$ cat config.mk
export PLATFORM = sky130hd
export DESIGN_NAME = shift_reg_univ
export DESIGN_NICKNAME = d
export VERILOG_FILES = /design/src/rtl/shift_reg_pkg.sv /design/src/rtl/shift_reg_univ_cell.sv /design/src/rtl/shift_reg_univ.sv
export SDC_FILE = /design/constraint.sdc
export NUM_CORES = 1
export LEC_CHECK = 0
export CORE_AREA = 2 2 39 41
export DETAILED_ROUTE_END_ITERATION = 7
export DIE_AREA = 0 0 41 43
export SLEW_MARGIN = 10
export SYNTH_ARGS = -nofsm -noshare
export SYNTH_HDL_FRONTEND = slang
export SYNTH_SLANG_ARGS = --single-unit
$ cat constraint.sdc
create_clock -name clk -period 1.5 [get_ports clk]
set_input_delay 0.375 -clock clk [delete_from_list [all_inputs] [get_ports clk]]
set_output_delay 0.375 -clock clk [all_outputs]
set_load 0.005 [all_outputs]
$ cat src/rtl/shift_reg_pkg.sv
// Shared types and helpers for the universal shift register slice.
package shift_reg_pkg;

  typedef enum logic [1:0] {
    MODE_HOLD = 2'd0,
    MODE_SHL  = 2'd1,
    MODE_SHR  = 2'd2,
    MODE_LOAD = 2'd3
  } shift_mode_t;

  // Counter width: clog2 of the register width, never narrower than one bit.
  function automatic int unsigned cnt_width(input int unsigned w);
    return (w <= 2) ? 1 : $clog2(w);
  endfunction

endpackage

$ cat src/rtl/shift_reg_univ_cell.sv
// One register bit: 4:1 next-state mux (hold / lsb-side / msb-side / parallel)
// into a flop with synchronous reset and clock enable.
module shift_cell
  import shift_reg_pkg::*;
(
  input  logic       clk_i,
  input  logic       rst_i,
  input  logic       en_i,
  input  logic [1:0] mode_i,
  input  logic       rst_val_i,
  input  logic       lo_i,
  input  logic       hi_i,
  input  logic       par_i,
  output logic       bit_o
);

  shift_mode_t mode_e;
  logic        bit_d;
  logic        bit_q;

  assign mode_e = shift_mode_t'(mode_i);

  always_comb begin
    bit_d = bit_q;
    case (mode_e)
      MODE_SHL:  bit_d = lo_i;
      MODE_SHR:  bit_d = hi_i;
      MODE_LOAD: bit_d = par_i;
      default:   bit_d = bit_q;
    endcase
  end

  always_ff @(posedge clk_i) begin
    if (rst_i) begin
      bit_q <= rst_val_i;
    end else if (en_i) begin
      bit_q <= bit_d;
    end
  end

  assign bit_o = bit_q;

endmodule

$ cat src/rtl/shift_reg_univ.sv
// Universal shift register: hold/SHL/SHR/LOAD, serial in/out both ends,
// word counter with registered word_done. Rotate enabled by SHIFT_REG_ROTATE_EN.
module shift_reg_univ
  import shift_reg_pkg::*;
#(
  parameter  int unsigned         WIDTH     = 4,
  parameter  logic [WIDTH-1:0]    RESET_VAL = '0,
  localparam int unsigned         CW        = cnt_width(WIDTH)
) (
  input  logic             clk,
  input  logic             rst,
  input  logic             en,
  input  logic [1:0]       mode,
  input  logic             sin_lsb,
  input  logic             sin_msb,
  input  logic             rot,
  input  logic [WIDTH-1:0] par_in,
  output logic [WIDTH-1:0] q,
  output logic             sout_msb,
  output logic             sout_lsb,
  output logic [CW-1:0]    cnt,
  output logic             word_done
);

  localparam logic [CW-1:0] LAST = CW'(WIDTH - 1);

  shift_mode_t      mode_e;
  logic             ser_l;
  logic             ser_r;
  logic [WIDTH-1:0] lo_vec;
  logic [WIDTH-1:0] hi_vec;
  logic [CW-1:0]    cnt_d, cnt_q;
  logic             done_d, done_q;

  assign mode_e = shift_mode_t'(mode);

`ifdef SHIFT_REG_ROTATE_EN
  assign ser_l = rot ? q[WIDTH-1] : sin_lsb;
  assign ser_r = rot ? q[0]       : sin_msb;
`else
  logic unused_rot;
  assign unused_rot = rot;
  assign ser_l      = sin_lsb;
  assign ser_r      = sin_msb;
`endif

  // lo_vec[i]/hi_vec[i] are the values bit i takes on SHL/SHR respectively.
  assign lo_vec = {q[WIDTH-2:0], ser_l};
  assign hi_vec = {ser_r, q[WIDTH-1:1]};

  for (genvar i = 0; i < WIDTH; i++) begin : g_cell
    shift_cell u_cell (
      .clk_i     (clk),
      .rst_i     (rst),
      .en_i      (en),
      .mode_i    (mode),
      .rst_val_i (RESET_VAL[i]),
      .lo_i      (lo_vec[i]),
      .hi_i      (hi_vec[i]),
      .par_i     (par_in[i]),
      .bit_o     (q[i])
    );
  end

  always_comb begin
    cnt_d  = cnt_q;
    done_d = 1'b0;
    if (en) begin
      case (mode_e)
        MODE_SHL, MODE_SHR: begin
          if (cnt_q == LAST) begin
            cnt_d  = '0;
            done_d = 1'b1;
          end else begin
            cnt_d = cnt_q + CW'(1);
          end
        end
        MODE_LOAD: cnt_d = '0;
        default:   cnt_d = cnt_q;
      endcase
    end
  end

  always_ff @(posedge clk) begin
    if (rst) begin
      cnt_q  <= '0;
      done_q <= 1'b0;
    end else begin
      cnt_q  <= cnt_d;
      done_q <= done_d;
    end
  end

  assign cnt       = cnt_q;
  assign word_done = done_q;
  assign sout_msb  = q[WIDTH-1];
  assign sout_lsb  = q[0];

endmodule

==> results.sh <==
export IMPL_synthesis_nets=60
export IMPL_cts_buffers=3
export IMPL_synth_top_area_share_pct=35.2
export IMPL_via_count=397
export IMPL_cts_tree="yes"
export IMPL_drtIter0Drc=5
export IMPL_drt_total_wl_um=870
export IMPL_critical_path_class="reg2out"
export IMPL_synth_area_sq_um=398
export IMPL_seq_area_frac_synth_pct=35.2
export IMPL_htree_levels=1
export IMPL_core_region_area_sq_um=1380
export IMPL_crit_required_ns=1.12
export IMPL_synth_cell_types=14
export IMPL_crit_fanout=3
export IMPL_cp_slowest_cell="clkdlybuf4s50_1"
export IMPL_status="completed"
export IMPL_drive_gt1_share_pct=22.7
export IMPL_grt_ovfl_total=0
export IMPL_n_antenna_cell=0
export IMPL_min_from="cnt[1]"
export IMPL_syn_inst=44
export IMPL_die_w_um=41
export IMPL_hold_buffers=0
export IMPL_nets=83
export IMPL_crit_path_max_incr_delay_ns=0.50
export IMPL_worst_path_buf_inv=1
export IMPL_setup_viol_count_final=0
export IMPL_post_drt_wl_per_cell_um=10.6
export IMPL_ant_nets=0
export IMPL_antenna_found_initial=0
export IMPL_end_kind="primary output"
export IMPL_synthTopCellsByArea="dfxtp_1, ha_1, buf_4"
export IMPL_crit_path_cell_trace="clkdlybuf4s50_1"
export IMPL_rsz0062_at_grt="false"
export IMPL_grt_max_degree=9
export IMPL_clock_sinks=7
export IMPL_io_pins=21
export IMPL_relSlewSlack_pct=79.2
export IMPL_peakVddDrop_mv=0.211
export IMPL_worstReg2RegEnd="cnt[0]"
export IMPL_drv_slew=0
export IMPL_finalCritPeriodShare_pct=98.3
export IMPL_r2r_start="cnt[0]"
export IMPL_fp_row_count=14
export IMPL_port_buffers=19
export IMPL_avgViaCountPerCell=4.84
export IMPL_syn_area_per_cell_sq_um=9.04
export IMPL_area_growth_pct=59.7
export IMPL_clkLatencyLatePin_ns=0.25
export IMPL_die_h_um=43
export IMPL_drc_errors=0
export IMPL_holdPathStages=2
export IMPL_crit_path_start_kind="register"
export IMPL_first_global_vias=319
export IMPL_crit_family="buffers and inverters"
export IMPL_period_needed_ns=1.47
export IMPL_hold_violations=0
export IMPL_power_density_nw_per_um2=789
export IMPL_synth_largest_area_cell="dfxtp_1"
export IMPL_crit_arrival_ns=1.10
export IMPL_ys_ff_latch=7
export IMPL_max_clock_freq_mhz=678
export IMPL_place_congestion=0.726
export IMPL_initial_utilization_pct=28.8
export IMPL_dp_hpwl_um=664
export IMPL_hp_class="reg2reg"
export IMPL_cts_root_buf="clkbuf_4"
export IMPL_yosysWarnings=0
export IMPL_cts_path_max_buffers=2
export IMPL_rr_worst_depth=3
export IMPL_tns_ns=0
export IMPL_rrSetupSlack_ns=0.24
export IMPL_worst_clock_skew_ns=0.000291
export IMPL_leakage_nw=0.274
export IMPL_dieArea_sq_um=1760
export IMPL_grt_usage_pct=10.2
export IMPL_min_delay_worst_endpoint="cnt[1]"
export IMPL_grt_pass1_wl_mm=1.24
export IMPL_worstMarginPinSlew_ns=0.310
export IMPL_utilization_pct=45.9
export IMPL_dr_pass1_iters=4
export IMPL_clk_pin_slew_worst_paths_ns=0.06
export IMPL_maxCapViolCount=0
-- flip-flops by register name, summed over array words and instances, names as in the netlist --
name and flops:
word_done 1, g_cell.u_cell.bit_o 4, cnt 2
-- logic make-up after synthesis --
| family | after synthesis | share of synthesized area [%] |
|---|---|---|
| AO/OA/AOI/OAI | 10 | 18.9 |
| adder cells (fa/ha/maj) | 4 | 12.6 |
| buffers and inverters | 7 | 11.3 |
| flip-flops | 7 | 35.2 |
| AND/OR/NAND/NOR | 16 | 22.0 |
-- Yosys cell counts --
cell type	n
dfxtp_1	7
nand3b_1	1
and4b_1	1
nand2_1	6
ha_1	4
buf_4	5
a22oi_1	4
nor2_1	5
or4_1	1
a21oi_1	2
nand2b_4	1
and2b_1	1
inv_1	2
a311oi_1	4
-- placed cells by master, fill, tap and decap left out, drive strengths merged, types with 2 or more instances in the layout --
cell and instances:
ha 4, a22oi 4, a311oi 4, nand2 6, dlygate4sd2 2, clkbuf 4
buf 4, nor2 5, clkdlybuf4s50 16, a21oi 2, inv 2, dfxtp 7
-- power by group --
group / switching [mW] / total (mW) / internal, mW / leakage [nW]
combinational: 0.0434 / 0.117 / 0.0740 / 0.200
sequential: 0.0101 / 0.210 / 0.200 / 0.0592
clock: 0.0723 / 0.174 / 0.102 / 0.0150
total: 0.126 / 0.502 / 0.376 / 0.274
-- metal layers --
| layer | track usage (%) | up-vias | wire, um |
|---|---|---|---|
| met5 | 0 | - | 0 |
| met4 | 6.00 | 0 | 14 |
| met3 | 1.57 | 2 | 52 |
| met2 | 14.1 | 13 | 395 |
| met1 | 14.4 | 181 | 408 |
| li1 | - | 201 | - |
-- area by class of cell --
| class | count | area (sq um) |
|---|---|---|
| Tap cell | 16 | 20.0 |
| Fill cell | 150 | 748 |
| Sequential cell | 7 | 146 |
| Multi-Input combinational cell | 30 | 215 |
| Inverter | 2 | 7.51 |
| Clock buffer | 4 | 26.3 |
| Timing Repair Buffer | 23 | 220 |
-- repair_timing --
item,4_1_cts,5_1_grt
resized for setup,9,1
setup buffers,0,0
setup endpoints to repair,13,1
pin swaps,1,0
-- worst max-delay path by stage --
stage          startpoint                      to  slack [ns]  depth (start not counted)
2_1_floorplan     mode[0]                  cnt[0]        0.20                          5
3_3_place_gp      mode[0]  g_cell[1].u_cell.bit_o       -0.36                          6
3_5_place_dp      mode[1]  g_cell[1].u_cell.bit_o       -0.38                          6
4_1_cts            cnt[1]                  cnt[1]        0.02                          1
5_1_grt            cnt[0]                  cnt[0]       0.001                          1
6_report           cnt[1]                  cnt[1]        0.03                          1
-- stage by stage --
| stage | std cells | setup slack (ns) | hold WS, ns | instance area [sq um] | power (mW) |
|---|---|---|---|---|---|
| global route | 82 | 0.00133 | 0.496 | 636 | 0.524 |
| floorplan | 44 | 0.200 | 0.444 | 398 | 0.265 |
| finish | 82 | 0.0255 | 0.476 | 636 | 0.502 |
| detailed placement | 78 | -0.379 | 0.473 | 601 | 0.331 |
| CTS | 82 | 0.0235 | 0.479 | 633 | 0.504 |
| global placement | 78 | -0.358 | 0.463 | 601 | 0.330 |
Note: power is estimated with default switching activity, not from simulation.
